$ cat src/rtl/signed_sum_capture_pkg.sv
// Shared types and helpers for the signed adder output capture stage.
// The entry record is sized by DEFAULT_WIDTH; the top's WIDTH must match it.
package signed_sum_capture_pkg;

    localparam int DEFAULT_WIDTH = 16;

    localparam logic [DEFAULT_WIDTH-1:0] SAT_POS = {1'b0, {(DEFAULT_WIDTH-1){1'b1}}};
    localparam logic [DEFAULT_WIDTH-1:0] SAT_NEG = {1'b1, {(DEFAULT_WIDTH-1){1'b0}}};

    typedef struct packed {
        logic [DEFAULT_WIDTH-1:0] data;
        logic                     ovf;
        logic                     carry;
    } entry_t;

    // Two's-complement overflow: like-signed operands producing an opposite-signed sum.
    function automatic logic ovf_detect(input logic a_msb, input logic b_msb, input logic sum_msb);
        return (a_msb == b_msb) && (sum_msb != a_msb);
    endfunction

endpackage

$ cat src/rtl/sum_skid_fifo.sv
// Two-entry FIFO of entry_t records with 1-bit wrapping pointers.
// Pushes while full and pops while empty are ignored.
module sum_skid_fifo
    import signed_sum_capture_pkg::*;
(
    input  logic       clk,
    input  logic       rst,
    input  logic       push,
    input  entry_t     wr_entry,
    input  logic       pop,
    output entry_t     rd_entry,
    output logic       full,
    output logic       empty,
    output logic [1:0] occupancy
);

    entry_t     mem_reg [2];
    logic       wr_ptr_reg;
    logic       rd_ptr_reg;
    logic [1:0] count_reg;
    logic       push_ok;
    logic       pop_ok;

    assign full      = (count_reg == 2'd2);
    assign empty     = (count_reg == 2'd0);
    assign occupancy = count_reg;
    assign push_ok   = push & ~full;
    assign pop_ok    = pop & ~empty;
    assign rd_entry  = mem_reg[rd_ptr_reg];

    genvar gi;
    generate
        for (gi = 0; gi < 2; gi++) begin : g_entry
            always_ff @(posedge clk or posedge rst) begin
                if (rst) begin
                    mem_reg[gi] <= '0;
                end else if (push_ok && (wr_ptr_reg == 1'(gi))) begin
                    mem_reg[gi] <= wr_entry;
                end
            end
        end
    endgenerate

    always_ff @(posedge clk or posedge rst) begin
        if (rst) begin
            wr_ptr_reg <= 1'b0;
            rd_ptr_reg <= 1'b0;
            count_reg  <= 2'd0;
        end else begin
            if (push_ok) wr_ptr_reg <= ~wr_ptr_reg;
            if (pop_ok)  rd_ptr_reg <= ~rd_ptr_reg;
            case ({push_ok, pop_ok})
                2'b10:   count_reg <= count_reg + 2'd1;
                2'b01:   count_reg <= count_reg - 2'd1;
                default: count_reg <= count_reg;
            endcase
        end
    end

endmodule

$ cat src/rtl/signed_sum_capture.sv
// Registered capture stage behind the signed adder: overflow detect, optional
// saturation, 2-deep output buffer and a saturating overflow-event counter.
module signed_sum_capture
    import signed_sum_capture_pkg::*;
#(
    parameter int WIDTH     = DEFAULT_WIDTH,
    parameter int CNT_WIDTH = 16
) (
    input  logic                 clk,
    input  logic                 rst,
    input  logic                 in_valid,
    output logic                 in_ready,
    input  logic                 a_msb,
    input  logic                 b_msb,
    input  logic [WIDTH-1:0]     sum,
    input  logic                 cout,
    input  logic                 sat_en,
    output logic                 out_valid,
    input  logic                 out_ready,
    output logic [WIDTH-1:0]     out_data,
    output logic                 out_ovf,
    output logic                 out_carry,
    input  logic                 cnt_clr,
    output logic [CNT_WIDTH-1:0] ovf_count
);

    logic                 ovf;
    logic                 push;
    logic                 pop;
    logic                 full;
    logic                 empty;
    logic [1:0]           unused_occupancy;
    entry_t               wr_entry;
    entry_t               head;
    logic [CNT_WIDTH-1:0] ovf_count_reg;

    assign ovf       = ovf_detect(a_msb, b_msb, sum[WIDTH-1]);
    assign in_ready  = ~full & ~rst;
    assign out_valid = ~empty;
    assign push      = in_valid & in_ready;
    assign pop       = out_valid & out_ready;

    // Saturation is resolved before storage so later sat_en changes cannot touch buffered data.
    always_comb begin
        wr_entry.data  = sum;
        if (sat_en && ovf) begin
            wr_entry.data = a_msb ? SAT_NEG : SAT_POS;
        end
        wr_entry.ovf   = ovf;
        wr_entry.carry = cout;
    end

    sum_skid_fifo u_fifo (
        .clk       (clk),
        .rst       (rst),
        .push      (push),
        .wr_entry  (wr_entry),
        .pop       (pop),
        .rd_entry  (head),
        .full      (full),
        .empty     (empty),
        .occupancy (unused_occupancy)
    );

    assign out_data  = out_valid ? head.data  : '0;
    assign out_ovf   = out_valid ? head.ovf   : 1'b0;
    assign out_carry = out_valid ? head.carry : 1'b0;

    // Clear has priority over a same-cycle overflow increment.
    always_ff @(posedge clk or posedge rst) begin
        if (rst) begin
            ovf_count_reg <= '0;
        end else if (cnt_clr) begin
            ovf_count_reg <= '0;
        end else if (push && ovf && !(&ovf_count_reg)) begin
            ovf_count_reg <= ovf_count_reg + CNT_WIDTH'(1);
        end
    end

    assign ovf_count = ovf_count_reg;

endmodule

$ cat config.mk
export PLATFORM = sky130hd
export DESIGN_NAME = signed_sum_capture
export DESIGN_NICKNAME = d
export VERILOG_FILES = /design/src/rtl/signed_sum_capture_pkg.sv /design/src/rtl/sum_skid_fifo.sv /design/src/rtl/signed_sum_capture.sv
export SDC_FILE = /design/constraint.sdc
export NUM_CORES = 1
export LEC_CHECK = 0
export CORE_ASPECT_RATIO = 0.5
export CORE_MARGIN = 5
export CORE_UTILIZATION = 45
export DETAILED_ROUTE_END_ITERATION = 8
export GPL_ROUTABILITY_DRIVEN = 0
export PLACE_DENSITY = 0.73
export SYNTH_ARGS = -nofsm -noshare
export SYNTH_HDL_FRONTEND = slang
export SYNTH_HIERARCHICAL = 1
export SYNTH_SLANG_ARGS = --single-unit
$ cat constraint.sdc
create_clock -name clk -period 3.5 [get_ports clk]
set_clock_uncertainty 0.1 [all_clocks]
set_input_delay 0.7 -clock clk [delete_from_list [all_inputs] [get_ports clk]]
set_output_delay 0.7 -clock clk [all_outputs]
set_load 0.03 [all_outputs]
# ---- Word level (Yosys, flattened, before mapping)
# Index checks and enable logic that the tools add are counted.
# W data, S select, Z words.
dict set report op_classes {
  add_sub_neg 3
  n_lt_le_gt_ge 1
  eq_ne 5
  muxes 11
  bitwise 11
  n_reduce_logical 11
}
# op n
set ops {}
lappend ops {{$mux W16} 5}
lappend ops {{$mux W18} 3}
lappend ops {{$add A16 B1 Y16 const B} 1}
lappend ops {{$reduce_and A16 Y1} 1}
lappend ops {{$logic_and A1 B1 Y1} 6}
lappend ops {{$and A1 B1 Y1} 5}
lappend ops {{$not A1 Y1} 5}
lappend ops {{$eq A2 B2 Y1 const B} 2}
lappend ops {{$pmux W2 S2} 1}
lappend ops {{$reduce_bool A2 Y1} 2}
lappend ops {{$add A2 B1 Y2 const B} 1}
lappend ops {{$eq A2 B1 Y1 const B} 1}
lappend ops {{$ge A2 B2 Y1 const B} 1}
lappend ops {{$logic_not A2 Y1} 1}
lappend ops {{$mux W1} 2}
lappend ops {{$not A1 Y2} 1}
lappend ops {{$sub A2 B1 Y2 const B} 1}
lappend ops {{$eq A1 B1 Y1} 1}
lappend ops {{$logic_not A1 Y1} 1}
lappend ops {{$ne A1 B1 Y1} 1}
dict set report word_totals {
  regBits 56
  inputBits 25
}

# ---- Logic depth before layout (Yosys ltp)
# Gate-level depths: netlist (run 1).
dict set report depth {
  depth_word 8
  mapped_depth 8
  ltp_nobuf 8
}

# ---- Cells and area by module
# Netlist (run 1), hierarchy kept.
# mod n_inst cells_per_inst area_each_um2 seq_area_each_um2
set by_module_without_submodules {}
lappend by_module_without_submodules {sum_skid_fifo 1 115 1844.3 1001.0}
lappend by_module_without_submodules {signed_sum_capture 1 139 1244.9 400.4}

# ---- Worst setup path before layout (run 1)
# OpenSTA, ideal clock, no wires.
dict set report synth_timing {
  path_kind {input to register}
  from {input port a_msb}
  to {register u_fifo/mem_reg[10] (netlist bit)}
  setup_time_ns 0.125
  arrival_ns 2.022
  required_time_ns 3.275
  path_slack_ns 1.253
  path_stages 7
  n_path_buf 1
  cell_sequence {and3b_2 or2_2 nand2_2 nor2_1 buf_2 a21o_1 mux2_2}
}
# item line
set synth_lines {}
lappend synth_lines {{start, declared} signed_sum_capture.sv:13} ;# input logic a_msb,
lappend synth_lines {{end signal, assigned by index} sum_skid_fifo.sv:38} ;# mem_reg[gi] <= wr_entry;
lappend synth_lines {{end, declared} sum_skid_fifo.sv:17} ;# entry_t mem_reg [2];

==> results.md, run 1 <==
- Crit-path cells: buf_4 -> mux2_2 -> nor2b_1 -> clkdlybuf4s50_1
- Fin crit period: 3030 ps
- Commonest non-fill, non-tap cells in the layout: clkdlybuf4s50_1, dfrtp_1, mux2_2
- Pre-CTS setup slack: 477 ps
- Synth Flop Type: dfrtp_1
- Clock network power share: 16.6%
- CTS Buf Count: 5
- Power per cell area: 797 nW/um^2
- Routed wire length: 6610 um
- Worst VDD drop: 0.363 mV
- WP data required: 2700 ps
- Post-synthesis cell area: 3090 um^2
- Number of global-route vias before repair: 2,304
- Post-synth EDFFs: 0
- CTS root buf: clkbuf_16
- Final Max Tran Viols: 0
- Mapped Nets: 281
- Port Buffers: 60
- Max reg flops: 36
- Clock tree buffer depth: 2
- Residual DRC count: 0
- Crit-path max FO: 12
- Comb pwr share: 50.5%
- Worst reg2reg path depth: 7
- Die footprint: 8720 um^2
- Area grow syn2layout: 26.9%
- Synth cell types: 43
- Leak: 1.69 nW
- Total gr overflow: 0
- Row count: 21
- Hpwl dp: 4670 um
- Antenna fix cells: 0
- Cell count after synthesis: 254
- Share of cells above drive strength 1: 28.2%
- Initial antenna violation count: 0
- Least-Margin Pin Slew: 1140 ps
- Die Width: 127 um
- H-tree levels: 2
- Clk sink count: 56
- Setup slack, reg-to-reg: 1300 ps
- Setup_tns: 0 ps
- Seq cells post-synth: 56
- F_max: 330 MHz
- Ys async rst share: 100%
- Routed len/inst: 16.2 um
- Largest net degree at the start of global routing: 41
- Critical R2R Launch: u_fifo/occupancy[0]
- Final number of hold-violating endpoints: 0
- Post-synthesis average cell area: 12.2 um^2
- Hold Buf Count CTS: 0
- Detailed-route vias per instance: 5.19
- Max cap viols: 0
- Final Worst Setup Slack: 472 ps
- Pre-antenna DRT Iters: 4
- Slew headroom: 23.9%
- Sequential share of power: 32.9%
- Crit Path Category: reg2out
- Final hold slack: 408 ps
- Fillers: 573
- Status: finished clean
- Internal power: 1.99 mW
- Seq/Total Area, Yosys: 45.4%
- Number of DRC markers in iteration 0: 95
- Most common cell after layout, fill and taps aside: clkdlybuf4s50_1
- Final setup vio count: 0
- Area occupied by multi-input gates: 1590 um^2
- Slowest CP cell: clkdlybuf4s50_1
- Critical path endpoint category: output port
- Worst EP arrival: 2230 ps
- Synth warn: 6
- Setup Buffers After CTS: 0
- First-pass GRT wire length: 11,200 um
- Nets@finish: 342
- Final Instance Area: 3920 um^2
- Critical Path Start Type: register
- Crit-path max cell delay: 600 ps
- Hold Path Class: reg2reg
- Worst skew pair latency: 290 ps
- Initial Util: 46.3%
- Core ar.: 6670 um^2
- DR vias: 2,118
- Combined flip-flop and latch cell area: 1400 um^2
- Critical path origin: u_fifo/rd_ptr_reg
- End of the critical path: out_carry
- DP Area: 3770 um^2
- NetSw: 1.13 mW
- Post-CTS Resized: 0
- CTS tree: yes
- Clock-pin slew on the worst setup and hold paths: 80 ps
- Reg-to-reg endpoint: ovf_count[14]
- Tot GR Track Use: 16.1%
- Final period util: 86.5%
- Die height: 68.6 um
- RSZ-0062 raised after global routing: no
- ANT nets after route: 0
- Ports: 61
- Sw Share: 36.2%
-- cell families after synthesis --
group | count (synthesis) | synth area share (%)
and+or+nand+nor | 83 | 17.9
muxes | 57 | 22.4
DFF | 56 | 45.4
AOI/OAI and AO/OA | 23 | 5.51
buffers and inverters | 17 | 3.44
xor gates and xnor gates | 16 | 4.54
adders and majority gates | 2 | 0.810
-- through the flow --
step                cells  power [mW]  util, %
floorplan             254        2.11        -
global placement      400        2.59     56.5
detailed placement    400        2.63     56.5
CTS                   408        3.16     58.8
global route          408        3.32     58.8
finish                408        3.13     58.8
-- cell usage after synthesis, types with 3 or more instances --
| library cell | instances | area share, % |
|---|---|---|
| dfrtp_1 | 56 | 45 |
| mux2_2 | 42 | 15 |
| nor2b_1 | 21 | 4.3 |
| nor2_1 | 20 | 2.4 |
| a21o_1 | 15 | 3.6 |
| mux2_4 | 14 | 6.8 |
| xnor2_1 | 14 | 4.0 |
| nand2_1 | 7 | 0.85 |
| nor4_1 | 6 | 1.2 |
| inv_1 | 4 | 0.49 |
| nand3_1 | 4 | 0.65 |
| buf_2 | 3 | 0.49 |
| buf_6 | 3 | 1.1 |
| clkbuf_1 | 3 | 0.36 |
| nand4_1 | 3 | 0.61 |
| nor3_1 | 3 | 0.49 |
-- worst min-delay path by stage --
stage / from / depth (start not counted) / slack (ps) / end
after floorplan: u_fifo/mem_reg[10] / 1 / 370 / u_fifo/mem_reg[10]
after global placement: u_fifo/mem_reg[10] / 1 / 380 / u_fifo/mem_reg[10]
after detailed placement: u_fifo/mem_reg[7] / 1 / 390 / u_fifo/mem_reg[7]
after CTS: u_fifo/mem_reg[7] / 1 / 410 / u_fifo/mem_reg[7]
after global routing: u_fifo/mem_reg[5] / 1 / 430 / u_fifo/mem_reg[5]
final: u_fifo/mem_reg[15] / 1 / 410 / u_fifo/mem_reg[15]
-- cell type report --
class	count	share of cell area (%)
clock inverters	3	0.702
multi-input cells	181	40.5
well taps	92	2.94
flip-flops and latches	56	35.7
inverters	5	0.479
repair buffers	66	16.5
clock buffers	5	3.19
-- power groups by stage --
stage               Clock [mW]  Sequential, mW  Combinational, mW
floorplan                    0           0.979               1.14
global placement             0            1.02               1.57
detailed placement           0            1.04               1.59
CTS                      0.530            1.03               1.60
global route             0.570            1.06               1.69
finish                   0.519            1.03               1.58
-- per-layer routing --
metal	GRT usage (%)	wire, um	vias up
met2	29.6	3290	40
met1	19.8	3030	1062
met3	3.23	221	6
met4	4.81	65	0
li1	-	-	1010
met5	0	0	-
-- critical path, delay by kind of cell (launching register included) --
family | cells | cell delay, ps
buffers and inverters | 2 | 890
DFF | 1 | 560
muxes | 1 | 350
and+or+nand+nor | 1 | 130
(Power assumes the default switching activity.)
==> inputs of run 2 (changes only) <==
- PLACE_DENSITY: 0.73 -> 0.82
==> run 2 against run 1 <==
Sequential share of layout area rose by 0.14 points. Via count down 1.2%. Critical endpoint is now u_fifo/mem_reg[25]. Routed wire length down 0.35%. Power is 0.17% lower. Setup slack better by 140 ps. Largest cell class unchanged. Count of clock-buffer cells in the layout unchanged. Highest routed layer unchanged.
==> results.md, run 2 (synthesis results as in run 1) <==
- Area grow syn2layout: 26.4%
- Status: finished clean
- Ports: 61 (unchanged)
- Nets@finish: 340 (-0.58%)
- Tot GR Track Use: 16.2% (+0.022 points)
- Worst EP arrival: 3020 ps (+790 ps)
- Max reg flops: 36 (unchanged)
- Routed len/inst: 16.2 um (+0.14%)
- Dpl cells: 398 (-0.50%)
- Critical Path Start Type: primary input
- Power Total: 3.12 mW (-0.17%)
- Setup_tns: 0 ps (unchanged)
- Die height: 68.6 um (unchanged)
- Final non-filler cell total: 406 (-0.49%)
- Clock-pin slew on the worst setup and hold paths: 70 ps (about the same)
- Final Max Tran Viols: 0 (unchanged)
- Least-Margin Pin Slew: 988 ps (-150 ps)
- Initial antenna violation count: 0 (unchanged)
- Most common cell after layout, fill and taps aside: clkdlybuf4s50_1
- Leak: 1.68 nW (-0.56%)
- Initial Util: 46.3% (unchanged)
- Commonest non-fill, non-tap cells in the layout: clkdlybuf4s50_1, dfrtp_1, mux2_2
- WP data required: 3640 ps (+940 ps)
- Slew headroom: 33.9% (+10 points)
- Fillers: 542 (-5.4%)
- Crit-path cells: clkdlybuf4s50_1 -> nor3b_2 -> or2_2 -> nand2_2 -> nor2_1 -> a21o_1 -> mux2_4
- Worst skew pair latency: 290 ps (about the same)
- Post-CTS Resized: 0 (unchanged)
- Max cap viols: 0 (unchanged)
- Pre-antenna DRT Iters: 4 (unchanged)
- Die footprint: 8720 um^2 (unchanged)
- Power per cell area: 799 nW/um^2 (+0.21%)
- Largest net degree at the start of global routing: 41 (unchanged)
- Hpwl dp: 4710 um (+0.89%)
- Port Buffers: 60 (unchanged)
- Residual DRC count: 0 (unchanged)
- Setup Buffers After CTS: 0 (unchanged)
- Crit-path max FO: 17 (+5)
- CTS Buf Count: 5 (unchanged)
- First-pass GRT wire length: 11,200 um (-0.19%)
- Share of cells above drive strength 1: 27.7% (-0.46 points)
- Final setup vio count: 0 (unchanged)
- Number of global-route vias before repair: 2,306 (+0.087%)
- Routed wire length: 6580 um (-0.35%)
- Detailed-route vias per instance: 5.15 (-0.74%)
- Hold Buf Count CTS: 0 (unchanged)
- Crit-path max cell delay: 820 ps (+220 ps)
- H-tree levels: 2 (unchanged)
- CTS tree: yes
- DP Area: 3750 um^2 (-0.40%)
- Row count: 21 (unchanged)
- Clock tree buffer depth: 2 (unchanged)
- Antenna fix cells: 0 (unchanged)
- Final period util: 82.5% (-4.0 points)
- Die Width: 127 um (unchanged)
- Finished Core Util: 58.5% (-0.22 points)
- Final Instance Area: 3910 um^2 (-0.38%)
- Number of DRC markers in iteration 0: 139 (+46%)
- F_max: 346 MHz (+4.8%)
- Fin crit period: 2890 ps (-139 ps)
- CTS root buf: clkbuf_16
- Slowest CP cell: nor2_1
- Clk sink count: 56 (unchanged)
- RSZ-0062 raised after global routing: no
- Core ar.: 6670 um^2 (unchanged)
- Crit Path Category: in2reg
- DR vias: 2,092 (-1.2%)
- Worst VDD drop: 0.354 mV (-2.4%)
- Critical path endpoint category: register
- Hold Path Class: reg2reg
- ANT nets after route: 0 (unchanged)
- Total gr overflow: 0 (unchanged)
- Final number of hold-violating endpoints: 0 (unchanged)
-- run 2: where the power goes --
group,total [mW],internal (mW),switching [mW]
combinational,1.59,0.834,0.761
clock,0.512,0.272,0.240
sequential,1.01,0.880,0.133
total,3.12,1.99,1.13
-- run 2: path summary, 6_finish.rpt --
path / startpoint / to / slack (ps) / depth (start not counted)
min in group asynchronous: rst / ovf_count[0] / 830 / 2
max: a_msb / u_fifo/mem_reg[25] / 610 / 7
max in group asynchronous: rst / u_fifo/mem_reg[16] / 2060 / 3
max reg2reg: u_fifo/occupancy[0] / ovf_count[14] / 1280 / 7
min reg2reg: u_fifo/mem_reg[35] / u_fifo/mem_reg[35] / 410 / 1
min: u_fifo/mem_reg[35] / u_fifo/mem_reg[35] / 410 / 1
-- run 2: stage by stage --
| step | setup slack [ps] | hold slack [ps] |
|---|---|---|
| after global routing | 459 | 418 |
| after floorplan | 1250 | 375 |
| after detailed placement | 337 | 392 |
| after CTS | 644 | 409 |
| final | 611 | 408 |
| after global placement | 393 | 383 |
-- run 2: per-layer routing --
metal | GRT usage [%] | part of all wire, % | vias to the layer above
met3 | 3.23 | 3.8 | 6
met5 | 0 | 0 | -
li1 | - | - | 1007
met1 | 19.2 | 44 | 1039
met4 | 4.81 | 1.0 | 0
met2 | 30.5 | 51 | 40
-- run 2: area by class of cell --
type	instances	area (um^2)	share of cell area (%)
Clock inverter	3	27.5	0.705
Sequential cell	56	1400	35.9
Clock buffer	5	125	3.20
Multi-Input combinational cell	181	1590	40.6
Timing Repair Buffer	64	631	16.1
Tap cell	92	115	2.95
Inverter	5	18.8	0.480
-- run 2: worst max-delay path, delay by kind of cell --
kind	cells	cell delay (ps)
and+or+nand+nor	4	1510
muxes	1	160
buffers and inverters	1	470
AOI/OAI and AO/OA	1	190
